--- config.mk ---
export PLATFORM = sky130hd
export DESIGN_NAME = dm_boot_sequencer
export DESIGN_NICKNAME = d
export VERILOG_FILES = /design/src/rtl/dm_boot_sequencer.sv
export SDC_FILE = /design/constraint.sdc
export NUM_CORES = 1
export LEC_CHECK = 0
export ABC_AREA = 1
export CAP_MARGIN = 20
export CORE_MARGIN = 2
export CORE_UTILIZATION = 25
export DETAILED_ROUTE_END_ITERATION = 6
export GPL_TIMING_DRIVEN = 0
export PLACE_DENSITY = 0.53
export RECOVER_POWER = 100
export SYNTH_ARGS = -nofsm -noshare
export SYNTH_HDL_FRONTEND = slang
export SYNTH_SLANG_ARGS = --single-unit
--- constraint.sdc ---
create_clock -name clk_i -period 2.8 [get_ports clk_i]
set_clock_uncertainty 0.2 [all_clocks]
set_input_delay 0.42 -clock clk_i [delete_from_list [all_inputs] [get_ports clk_i]]
set_output_delay 0.42 -clock clk_i [all_outputs]
set_load 0.03 [all_outputs]
--- src/rtl/dm_boot_sequencer.sv ---
// Boot sequencer that drives the debug-module DMI port directly: halts each hart,
// loads DPC with the boot address through an abstract command, resumes, then counts run cycles.
module dm_boot_sequencer #(
  parameter int unsigned NrHarts   = 1,
  parameter logic [63:0] BootAddr  = 64'h0000_0000_8000_0080,
  parameter int unsigned PollLimit = 16
) (
  input  logic        clk_i,
  input  logic        rst_ni,
  input  logic        start_i,
  input  logic [63:0] max_cycles_i,
  output logic        dmi_req_valid_o,
  input  logic        dmi_req_ready_i,
  output logic [6:0]  dmi_req_addr_o,
  output logic [1:0]  dmi_req_op_o,
  output logic [31:0] dmi_req_data_o,
  input  logic        dmi_resp_valid_i,
  output logic        dmi_resp_ready_o,
  input  logic [31:0] dmi_resp_data_i,
  input  logic [1:0]  dmi_resp_resp_i,
  output logic        busy_o,
  output logic        running_o,
  output logic        done_o,
  output logic        error_o,
  output logic [2:0]  err_code_o,
  output logic [9:0]  err_hart_o,
  output logic        timeout_o,
  output logic [63:0] cycles_o
);
  localparam int PW = $clog2(PollLimit + 1);

  localparam logic [1:0] OP_RD = 2'd1;
  localparam logic [1:0] OP_WR = 2'd2;

  localparam logic [6:0] A_DATA0    = 7'h04;
  localparam logic [6:0] A_DATA1    = 7'h05;
  localparam logic [6:0] A_DMCTRL   = 7'h10;
  localparam logic [6:0] A_DMSTATUS = 7'h11;
  localparam logic [6:0] A_ABSCS    = 7'h16;
  localparam logic [6:0] A_COMMAND  = 7'h17;

  localparam logic [2:0] E_RESP = 3'd1;
  localparam logic [2:0] E_POLL = 3'd2;
  localparam logic [2:0] E_CMD  = 3'd3;

  typedef enum logic [3:0] {
    S_IDLE, S_ACTIVATE, S_HALT, S_POLL_HALT, S_DATA0, S_DATA1, S_CMD,
    S_POLL_CMD, S_RESUME, S_POLL_RES, S_CLEAR, S_RUN, S_ERROR
  } state_e;

  state_e        r_state, w_state_nxt;
  logic          r_wait, w_wait_nxt;
  logic [PW-1:0] r_poll, w_poll_nxt;
  logic [9:0]    r_hart, w_hart_nxt;
  logic          r_done, r_error, r_timeout;
  logic [2:0]    r_err_code, w_err_code;
  logic [9:0]    r_err_hart;
  logic [63:0]   r_cycles, w_cycles_nxt;
  logic          w_busy, w_restart, w_set_err, w_poll_miss;
  logic [31:0]   w_hs;
  logic          w_unused;

  assign w_busy    = !(r_state inside {S_IDLE, S_RUN, S_ERROR});
  assign w_restart = start_i && !w_busy;
  assign w_hs      = {6'b0, r_hart, 16'b0};
  assign w_unused  = ^{dmi_resp_data_i[31:18], dmi_resp_data_i[16:13],
                       dmi_resp_data_i[11], dmi_resp_data_i[7:0]};

  // Request phase (r_wait=0) holds valid until accepted; response phase holds ready until valid.
  assign dmi_req_valid_o  = w_busy && !r_wait;
  assign dmi_resp_ready_o = w_busy && r_wait;

  always_comb begin
    dmi_req_addr_o = '0;
    dmi_req_op_o   = '0;
    dmi_req_data_o = '0;
    unique case (r_state)
      S_ACTIVATE:  begin dmi_req_addr_o = A_DMCTRL;   dmi_req_op_o = OP_WR; dmi_req_data_o = 32'h0000_0001; end
      S_HALT:      begin dmi_req_addr_o = A_DMCTRL;   dmi_req_op_o = OP_WR; dmi_req_data_o = 32'h8000_0001 | w_hs; end
      S_POLL_HALT: begin dmi_req_addr_o = A_DMSTATUS; dmi_req_op_o = OP_RD; end
      S_DATA0:     begin dmi_req_addr_o = A_DATA0;    dmi_req_op_o = OP_WR; dmi_req_data_o = BootAddr[31:0]; end
      S_DATA1:     begin dmi_req_addr_o = A_DATA1;    dmi_req_op_o = OP_WR; dmi_req_data_o = BootAddr[63:32]; end
      S_CMD:       begin dmi_req_addr_o = A_COMMAND;  dmi_req_op_o = OP_WR; dmi_req_data_o = 32'h0033_07B1; end
      S_POLL_CMD:  begin dmi_req_addr_o = A_ABSCS;    dmi_req_op_o = OP_RD; end
      S_RESUME:    begin dmi_req_addr_o = A_DMCTRL;   dmi_req_op_o = OP_WR; dmi_req_data_o = 32'h4000_0001 | w_hs; end
      S_POLL_RES:  begin dmi_req_addr_o = A_DMSTATUS; dmi_req_op_o = OP_RD; end
      S_CLEAR:     begin dmi_req_addr_o = A_DMCTRL;   dmi_req_op_o = OP_WR; dmi_req_data_o = 32'h0000_0001 | w_hs; end
      default: ;
    endcase
  end

  always_comb begin
    w_state_nxt = r_state;
    w_wait_nxt  = r_wait;
    w_poll_nxt  = r_poll;
    w_hart_nxt  = r_hart;
    w_set_err   = 1'b0;
    w_err_code  = '0;
    w_poll_miss = 1'b0;
    if (w_restart) begin
      w_state_nxt = S_ACTIVATE;
      w_wait_nxt  = 1'b0;
      w_poll_nxt  = '0;
      w_hart_nxt  = '0;
    end else if (w_busy) begin
      if (!r_wait) begin
        if (dmi_req_ready_i) w_wait_nxt = 1'b1;
      end else if (dmi_resp_valid_i) begin
        w_wait_nxt = 1'b0;
        if (dmi_resp_resp_i != 2'd0) begin
          w_set_err  = 1'b1;
          w_err_code = E_RESP;
        end else begin
          unique case (r_state)
            S_ACTIVATE:  w_state_nxt = S_HALT;
            S_HALT:      begin w_state_nxt = S_POLL_HALT; w_poll_nxt = '0; end
            S_POLL_HALT: if (dmi_resp_data_i[9]) w_state_nxt = S_DATA0; else w_poll_miss = 1'b1;
            S_DATA0:     w_state_nxt = S_DATA1;
            S_DATA1:     w_state_nxt = S_CMD;
            S_CMD:       begin w_state_nxt = S_POLL_CMD; w_poll_nxt = '0; end
            S_POLL_CMD: begin
              if (dmi_resp_data_i[12]) w_poll_miss = 1'b1;
              else if (dmi_resp_data_i[10:8] != 3'd0) begin
                w_set_err  = 1'b1;
                w_err_code = E_CMD;
              end else w_state_nxt = S_RESUME;
            end
            S_RESUME:    begin w_state_nxt = S_POLL_RES; w_poll_nxt = '0; end
            S_POLL_RES:  if (dmi_resp_data_i[17]) w_state_nxt = S_CLEAR; else w_poll_miss = 1'b1;
            S_CLEAR: begin
              if (r_hart == 10'(NrHarts - 1)) w_state_nxt = S_RUN;
              else begin
                w_hart_nxt  = r_hart + 10'd1;
                w_state_nxt = S_HALT;
              end
            end
            default: ;
          endcase
          if (w_poll_miss) begin
            if (r_poll == PW'(PollLimit - 1)) begin
              w_set_err  = 1'b1;
              w_err_code = E_POLL;
            end else w_poll_nxt = r_poll + PW'(1);
          end
        end
        if (w_set_err) w_state_nxt = S_ERROR;
      end
    end
  end

  always_ff @(posedge clk_i or negedge rst_ni) begin
    if (!rst_ni) begin
      r_state <= S_IDLE;
      r_wait  <= 1'b0;
      r_poll  <= '0;
      r_hart  <= '0;
    end else begin
      r_state <= w_state_nxt;
      r_wait  <= w_wait_nxt;
      r_poll  <= w_poll_nxt;
      r_hart  <= w_hart_nxt;
    end
  end

  assign w_cycles_nxt = (&r_cycles) ? r_cycles : r_cycles + 64'd1;

  always_ff @(posedge clk_i or negedge rst_ni) begin
    if (!rst_ni) begin
      r_done     <= 1'b0;
      r_error    <= 1'b0;
      r_err_code <= '0;
      r_err_hart <= '0;
      r_timeout  <= 1'b0;
      r_cycles   <= '0;
    end else if (w_restart) begin
      r_done     <= 1'b0;
      r_error    <= 1'b0;
      r_err_code <= '0;
      r_err_hart <= '0;
      r_timeout  <= 1'b0;
      r_cycles   <= '0;
    end else begin
      if (w_set_err) begin
        r_error    <= 1'b1;
        r_err_code <= w_err_code;
        r_err_hart <= r_hart;
      end
      if (w_state_nxt == S_RUN && r_state != S_RUN) r_done <= 1'b1;
      // Timeout is judged on the incoming count so it rises with the count that exceeds the limit.
      if (r_state == S_RUN) begin
        r_cycles <= w_cycles_nxt;
        if (max_cycles_i != 64'd0 && w_cycles_nxt > max_cycles_i) r_timeout <= 1'b1;
      end
    end
  end

  assign busy_o     = w_busy;
  assign running_o  = (r_state == S_RUN);
  assign done_o     = r_done;
  assign error_o    = r_error;
  assign err_code_o = r_err_code;
  assign err_hart_o = r_err_hart;
  assign timeout_o  = r_timeout;
  assign cycles_o   = r_cycles;

endmodule

==> metrics.yaml, run 1 <==
place.detailed.hpwl_um: 29340
power.ir.vdd_worst_mv: 0.3184
residual_drc_count: 0
place.detailed.instances: 1985
groute.usage.overall_pct: 18.80
gp_routability_congestion: 0.9563
floorplan.die.width_um: 193.9
cellLeakagePower_nw: 6.672
design.die.area_um2: 37600
clock_latency_ns: 0.36
clock_tree.root_cell: "sky130_fd_sc_hd__clkbuf_16"
share_of_the_synthesized_area_in_the_top_cell_type_pct: 27.48
first_pass_iters: 5
start_util_pct: 25.35
crit_buf_inv: 2
setup_tns_ns: -0.4895
worst-path-max-fanout: 5
post_synthesis_cell_type_with_the_largest_combined_area: "sky130_fd_sc_hd__dfrtp_1"
detail_route.vias_per_cell: 4.613
number_of_warning_messages_in_the_yosys_log: 0
drt-wirelength-per-cell_um: 17.18
ys_seq_area_share_pct: 27.48
period_minus_slack_ns: 3.289
netlist_instances: 1324
layout.cells.most_common_list: "sky130_fd_sc_hd__nand2_1, sky130_fd_sc_hd__inv_1, sky130_fd_sc_hd__nor2_1"
timing.final.ws_setup_ns: -0.4895
route.antenna.remaining_nets: 0
top_level_ports: 228
final_hold_viol_count: 0
grt_pass1_vias: 9319
fp.coreArea_um2: 35570
worstPathArrival_ns: 3.37
ys_top_cells_by_area: "sky130_fd_sc_hd__dfrtp_1, sky130_fd_sc_hd__nand2_1, sky130_fd_sc_hd__ha_1, sky130_fd_sc_hd__inv_1, sky130_fd_sc_hd__nor2_1"
timing_worst_slew_pin_value_ns: 1.238
cts_clk_pin_slew_worst_paths_ns: 0.08
cts_max_level: 3
cts_inserted_buffers: 9
fill_cells: 3904
setup_repair_after_global_routing_missed_its_margin: "true"
worst_setup_path_end_kind: "flip-flop"
clock_sinks: 99
hold_path_class: "reg -> reg"
mappedNetlistArea_um2: 9016
routed-via-count: 9493
run_status: "finished, violations left"
async_reset_ff_share_pct: 100.0
critical_path.cell_chain: "inv_1 -> nor3_4 -> nand2_1 -> nor2_1 -> nand3b_1 -> nor2_2 -> xnor2_1 -> nand2_1 -> ha_1 -> nand4_1 -> nor3_4 -> buf_12 -> and3b_1 -> nand2_1 -> nand2_1 -> nand2_1 -> a21oi_1"
finalNonFillerCells: 2058
synth-seq-cells: 99
fmaxAchievable_ghz: 0.3040
multi_input_comb_area_um2: 6058
worst_slew_margin_rel_pct: 17.45
biggest_cell_delay_along_the_critical_path_ns: 0.39
post_synth_edffs: 0
die_y_um: 193.9
p_per_cell_area_nw_per_um2: 395.6
drv_cap: 0
grt_overflow: 0
ctsLongestPathBuffers: 2
wire_length_of_the_first_global_routing_pass_um: 55010
area_added_between_synthesis_and_finish_pct: 41.29
syn_avg_cell_area_um2: 6.810
synth_flop_type: "sky130_fd_sc_hd__dfrtp_1"
final-setup-viol-count: 1
finalNetCount: 1763
grt_antenna_before_repair: 0
path_common_cell: "sky130_fd_sc_hd__nand2_1"
place.port_buffers: 183
antenna_cells_inserted: 0
tritoncts_clock_tree: "yes"
seqCellArea_um2: 2519
critical-path-top-delay-family: "simple AND/OR/NAND/NOR gates"
netlist_cell_types: 46
violations: "negative setup slack"
worst-endpoint-required_ns: 2.89
drt_iter0_markers: 648
worstSetupStartpointType: "flip-flop"
most_common_cell_after_layout_fill_and_taps_aside: "sky130_fd_sc_hd__nand2_1"
report.final.slew_viol_count: 0
final.hold.worst_slack_ns: 0.2821
slowest_stage: "sky130_fd_sc_hd__dfrtp_2"
final_layout_size_suffix_gt1_share_pct: 21.29
post-route-period-util_pct: 117.5
worstSetupPathType: "reg -> reg"
route.final.wire_length_um: 35360
grt_start_max_net_pins: 54
row_count: 69
==> power by group <==
part           internal, mW  switching, mW  total (mW)  leakage, nW
clock network         0.747          0.598        1.34        0.146
logic                 0.613           1.44        2.05         5.21
registers              1.54          0.103        1.65         1.31
total                  2.90           2.14        5.04         6.67
==> area by class of cell <==
cell class | count | share of cell area (%)
multi-input combinational | 1002 | 47.56
sequential | 99 | 19.77
timing repair buffer | 241 | 17.36
inverter | 193 | 5.746
tap | 461 | 4.528
buffer | 46 | 2.632
clock buffer | 13 | 2.043
clock inverter | 3 | 0.3634
==> tightest hold or removal path: cells and delay by family (launching register included) <==
kind             cells  cell delay, ns
AND/OR/NAND/NOR      2            0.11
flip-flops           1            0.34
==> sequential cells by signal, summed over array words and instances, names as in the netlist <==
register    cells
error_o         1
r_hart         10
r_wait          1
done_o          1
cycles_o       64
err_code_o      2
timeout_o       1
r_state         4
err_hart_o     10
r_poll          5
==> cell families after synthesis <==
logic type                 Yosys count  share of synthesized area (%)
AOI/OAI and AO/OA                  153                          10.89
other                                1                        0.04159
adders and majority gates           68                          9.437
buffers and inverters              239                          11.82
and+or+nand+nor                    702                          34.30
DFF                                 99                          27.48
xor gates and xnor gates            62                          6.023
==> final timing paths <==
check                                            to  depth (start not counted)  slack [ns]                     start
setup reg to reg              timeout_o$_DFFE_PN0P_                         17       -0.49  cycles_o[25]$_DFFE_PN0P_
hold / removal                   done_o$_DFFE_PN0P_                          2        0.28        done_o$_DFFE_PN0P_
min in group asynchronous        r_wait$_DFFE_PN0P_                          2        0.67                    rst_ni
hold reg to reg                  done_o$_DFFE_PN0P_                          2        0.28        done_o$_DFFE_PN0P_
max in group asynchronous  cycles_o[18]$_DFFE_PN0P_                          3        0.29                    rst_ni
setup / recovery              timeout_o$_DFFE_PN0P_                         17       -0.49  cycles_o[25]$_DFFE_PN0P_
==> per-stage QoR <==
| stage | cell area [um2] | power [mW] | utilization [%] | worst slack, ns |
|---|---|---|---|---|
| 2_1_floorplan | 9151 | 2.981 | - | -0.09357 |
| 3_3_place_gp | 11560 | 3.846 | 32.50 | -3.461 |
| 3_5_place_dp | 11580 | 3.837 | 32.57 | -1.216 |
| 4_1_cts | 12820 | 5.138 | 36.05 | -0.4255 |
| 5_1_grt | 12740 | 5.332 | 35.81 | -0.6808 |
| 6_report | 12740 | 5.040 | 35.81 | -0.4895 |
==> cells in the mapped netlist (5+ instances only) <==
master / n
sky130_fd_sc_hd__nand2_1: 367
sky130_fd_sc_hd__inv_1: 183
sky130_fd_sc_hd__nor2_1: 140
sky130_fd_sc_hd__dfrtp_1: 99
sky130_fd_sc_hd__ha_1: 68
sky130_fd_sc_hd__nand3_1: 66
sky130_fd_sc_hd__xor2_1: 59
sky130_fd_sc_hd__a21oi_1: 47
sky130_fd_sc_hd__o21ai_0: 46
sky130_fd_sc_hd__nor3_1: 43
sky130_fd_sc_hd__o21ai_2: 34
sky130_fd_sc_hd__nand4_1: 26
sky130_fd_sc_hd__buf_4: 25
sky130_fd_sc_hd__nor4_1: 16
sky130_fd_sc_hd__nand2_2: 13
sky130_fd_sc_hd__buf_2: 11
sky130_fd_sc_hd__inv_2: 8
sky130_fd_sc_hd__nand3b_1: 6
sky130_fd_sc_hd__buf_6: 5
sky130_fd_sc_hd__nand2_4: 5
sky130_fd_sc_hd__nor2_4: 5
sky130_fd_sc_hd__nor3_2: 5
==> timing repair <==
action	4_1_cts	5_1_grt
setup endpoints to repair	22	22
pin swaps	36	5
resized for setup	178	49
hold buffers	1	0
endpoints found under the hold margin	46	0
buffers inserted	51	5
==> routing by layer <==
layer	vias to the layer above	part of all wire, %	global-route usage (%)
li1	4759	-	-
met1	4494	48	27.03
met2	221	46	30.41
met3	19	4.6	2.157
met4	0	1.2	3.732
met5	-	0	0
(Power assumes the default switching activity.)
==> run 2: changes to the inputs <==
--- a/config.mk
+++ b/config.mk
@@ -10,9 +10,11 @@
 export CORE_MARGIN = 2
 export CORE_UTILIZATION = 25
 export DETAILED_ROUTE_END_ITERATION = 6
+export DONT_BUFFER_PORTS = 1
 export GPL_TIMING_DRIVEN = 0
-export PLACE_DENSITY = 0.53
+export PLACE_DENSITY = 0.45
 export RECOVER_POWER = 100
+export SKIP_CTS_REPAIR_TIMING = 1
 export SYNTH_ARGS = -nofsm -noshare
 export SYNTH_HDL_FRONTEND = slang
 export SYNTH_SLANG_ARGS = --single-unit
==> metrics.yaml, run 2 (synthesized netlist as in run 1, its figures left out) <==
worst_setup_path_end_kind: "flip-flop"
design.die.area_um2: 37600  # unchanged
routed-via-count: 8556  # -9.9%
floorplan.die.width_um: 193.9  # unchanged
final-setup-viol-count: 1  # unchanged
layout.cells.most_common_list: "sky130_fd_sc_hd__nand2_1, sky130_fd_sc_hd__inv_1, sky130_fd_sc_hd__nor2_1"
drv_cap: 0  # unchanged
grt_pass1_vias: 8250  # -11%
final_layout_size_suffix_gt1_share_pct: 21.82  # +0.53 points
clock_latency_ns: 0.37  # about the same
setup_repair_after_global_routing_missed_its_margin: "true"
fill_cells: 3967  # +1.6%
post-route-period-util_pct: 126.4  # +8.9 points
report.final.slew_viol_count: 0  # unchanged
clock_sinks: 99  # unchanged
power_frac_clock_pct: 27.6  # +0.9 points
route.final.wire_length_um: 34670  # -2.0%
postLayoutCoreUtil_pct: 29.90  # -5.9 points
power.sequential.fraction_pct: 36.2  # +3.5 points
fp.coreArea_um2: 35570  # unchanged
power.ir.vdd_worst_mv: 0.2706  # -15%
p_sw_mw: 2.132  # -0.19%
tritoncts_clock_tree: "yes"
route.antenna.remaining_nets: 0  # unchanged
cts_clk_pin_slew_worst_paths_ns: 0.07  # about the same
hold_path_class: "in -> async"
worst-endpoint-required_ns: 2.86  # -0.03 ns
grt_antenna_before_repair: 0  # unchanged
antenna_cells_inserted: 0  # unchanged
die_y_um: 193.9  # unchanged
start_util_pct: 25.35  # unchanged
top_level_ports: 228  # unchanged
cts_inserted_buffers: 9  # unchanged
detail_route.vias_per_cell: 4.673  # +1.3%
internal_portion_of_total_power_mw: 2.655  # -8.6%
wire_length_of_the_first_global_routing_pass_um: 51510  # -6.4%
design_area_um2: 10640  # -17%
multi_input_comb_area_um2: 6025  # -0.56%
run_status: "finished, violations left"
grt_start_max_net_pins: 100  # +85%
place.detailed.instances: 1801  # -9.3%
clock_tree.root_cell: "sky130_fd_sc_hd__clkbuf_16"
finalNetCount: 1536  # -13%
area_added_between_synthesis_and_finish_pct: 17.96
rr_endpoint: "timeout_o$_DFFE_PN0P_"
timing.final.ws_setup_ns: -0.7401  # -0.2506 ns
seqCellArea_um2: 2542  # +0.94%
drt-wirelength-per-cell_um: 18.94  # +10%
place.detailed.hpwl_um: 28910  # -1.5%
p_per_cell_area_nw_per_um2: 450.1  # +14%
final.hold.worst_slack_ns: -0.4606  # -0.7428 ns
row_count: 69  # unchanged
worstPathArrival_ns: 3.60  # +0.23 ns
most_common_cell_after_layout_fill_and_taps_aside: "sky130_fd_sc_hd__nand2_1"
cts_max_level: 3  # unchanged
power_switching_share_pct: 44.54  # +2.2 points
worst_r2r_startpoint: "cycles_o[0]$_DFFE_PN0P_"
cellLeakagePower_nw: 5.330  # -20%
drt_iter0_markers: 453  # -30%
first_pass_iters: 5  # unchanged
finalNonFillerCells: 1831  # -11%
place_area_um2: 9728  # -16%
worstSetupStartpointType: "flip-flop"
groute.usage.overall_pct: 18.14  # -0.67 points
final_hold_viol_count: 99  # +99
place.port_buffers: 0  # -100%
gp_routability_congestion: 0.9076  # -5.1%
worst-path-max-fanout: 7  # +2
residual_drc_count: 0  # unchanged
share_comb_of_total_power_pct: 36.2  # -4.5 points
grt_overflow: 0  # unchanged
flip_flop_count_of_the_largest_register_after_layout: 64  # unchanged
timing_worst_slew_pin_value_ns: 0.6934  # -0.5449 ns
worstSetupPathType: "reg -> reg"
fmaxAchievable_ghz: 0.2825  # -7.1%
timing.reg2reg.worst_path_depth: 17  # unchanged
violations: "negative hold slack, negative setup slack"
r2r_setup_slack_ns: -0.74  # -0.25 ns
ctsLongestPathBuffers: 2  # unchanged
period_minus_slack_ns: 3.540  # +0.2506 ns
worst_slew_margin_rel_pct: 53.57  # +36 points
run 2: cell count changes in the layout (fill, tap and decap cells not counted), moves of 8 or more:
| cell | change |
|---|---|
| sky130_fd_sc_hd__clkbuf_2 | -12 |
| sky130_fd_sc_hd__o21ai_1 | -11 |
| sky130_fd_sc_hd__dfrtp_1 | -19 |
| sky130_fd_sc_hd__dlygate4sd3_1 | -80 |
| sky130_fd_sc_hd__dlygate4sd2_1 | -8 |
| sky130_fd_sc_hd__nand2_1 | +12 |
| sky130_fd_sc_hd__dfrtp_2 | +19 |
| sky130_fd_sc_hd__buf_4 | -38 |
| sky130_fd_sc_hd__clkdlybuf4s50_1 | -77 |
| sky130_fd_sc_hd__o21ai_2 | +10 |
| sky130_fd_sc_hd__nand2_2 | -11 |
run 2: cell type report:
type	count	area share, %
plain buffers	46	3.188
clock buffers	11	2.282
clock inverters	5	0.4941
inverters	193	6.953
multi-input cells	1002	56.65
flip-flops and latches	99	23.91
well taps	461	5.424
repair buffers	14	1.106
run 2: worst max-delay path by stage:
stage,from,endpoint
global placement,cycles_o[0]$_DFFE_PN0P_,timeout_o$_DFFE_PN0P_
finish,cycles_o[0]$_DFFE_PN0P_,timeout_o$_DFFE_PN0P_
floorplan,cycles_o[0]$_DFFE_PN0P_,timeout_o$_DFFE_PN0P_
detailed placement,cycles_o[0]$_DFFE_PN0P_,timeout_o$_DFFE_PN0P_
CTS,cycles_o[0]$_DFFE_PN0P_,timeout_o$_DFFE_PN0P_
global route,cycles_o[20]$_DFFE_PN0P_,timeout_o$_DFFE_PN0P_
run 2: power by group through the flow:
stage,clock [mW],combinational [mW],sequential (mW)
2_1_floorplan,0,1.26,1.72
3_3_place_gp,0,1.64,1.76
3_5_place_dp,0,1.63,1.76
4_1_cts,1.37,1.64,1.73
5_1_grt,1.40,1.90,1.75
6_report,1.32,1.73,1.73
run 2: routing by layer:
layer  GRT usage, %  vias to the layer above  part of all wire, %
met1          25.27                     3993                   47
li1               -                     4317                    -
met5              0                        -                    0
met3          4.244                       34                  6.4
met2          27.94                      212                   44
met4          5.163                        0                  2.1
run 2: critical path, cell delays in order, from the launching register on:
cell                      delay [ns]
sky130_fd_sc_hd__dfrtp_2        0.58
sky130_fd_sc_hd__nand3_2        0.20
sky130_fd_sc_hd__inv_1          0.16
sky130_fd_sc_hd__nand2_1        0.12
sky130_fd_sc_hd__nor2_2         0.37
sky130_fd_sc_hd__nand4_1        0.21
sky130_fd_sc_hd__xor2_1         0.20
sky130_fd_sc_hd__nand2_2        0.09
sky130_fd_sc_hd__ha_1           0.31
sky130_fd_sc_hd__nand2_1        0.11
sky130_fd_sc_hd__nor2_4         0.05
sky130_fd_sc_hd__buf_4          0.13
sky130_fd_sc_hd__a21oi_2        0.17
sky130_fd_sc_hd__nand2_1        0.14
sky130_fd_sc_hd__a21oi_2        0.19
sky130_fd_sc_hd__nand2_1        0.07
sky130_fd_sc_hd__nand2_1        0.07
sky130_fd_sc_hd__a21oi_1        0.06
run 2: through the flow:
stage / TNS, ns / power (mW) / setup slack (ns)
2_1_floorplan: -0.09357 / 2.981 / -0.09357
3_3_place_gp: -1.370 / 3.400 / -1.356
3_5_place_dp: -1.380 / 3.389 / -1.380
4_1_cts: -4.674 / 4.744 / -1.403
5_1_grt: -0.9052 / 5.047 / -0.9041
6_report: -0.7401 / 4.787 / -0.7401
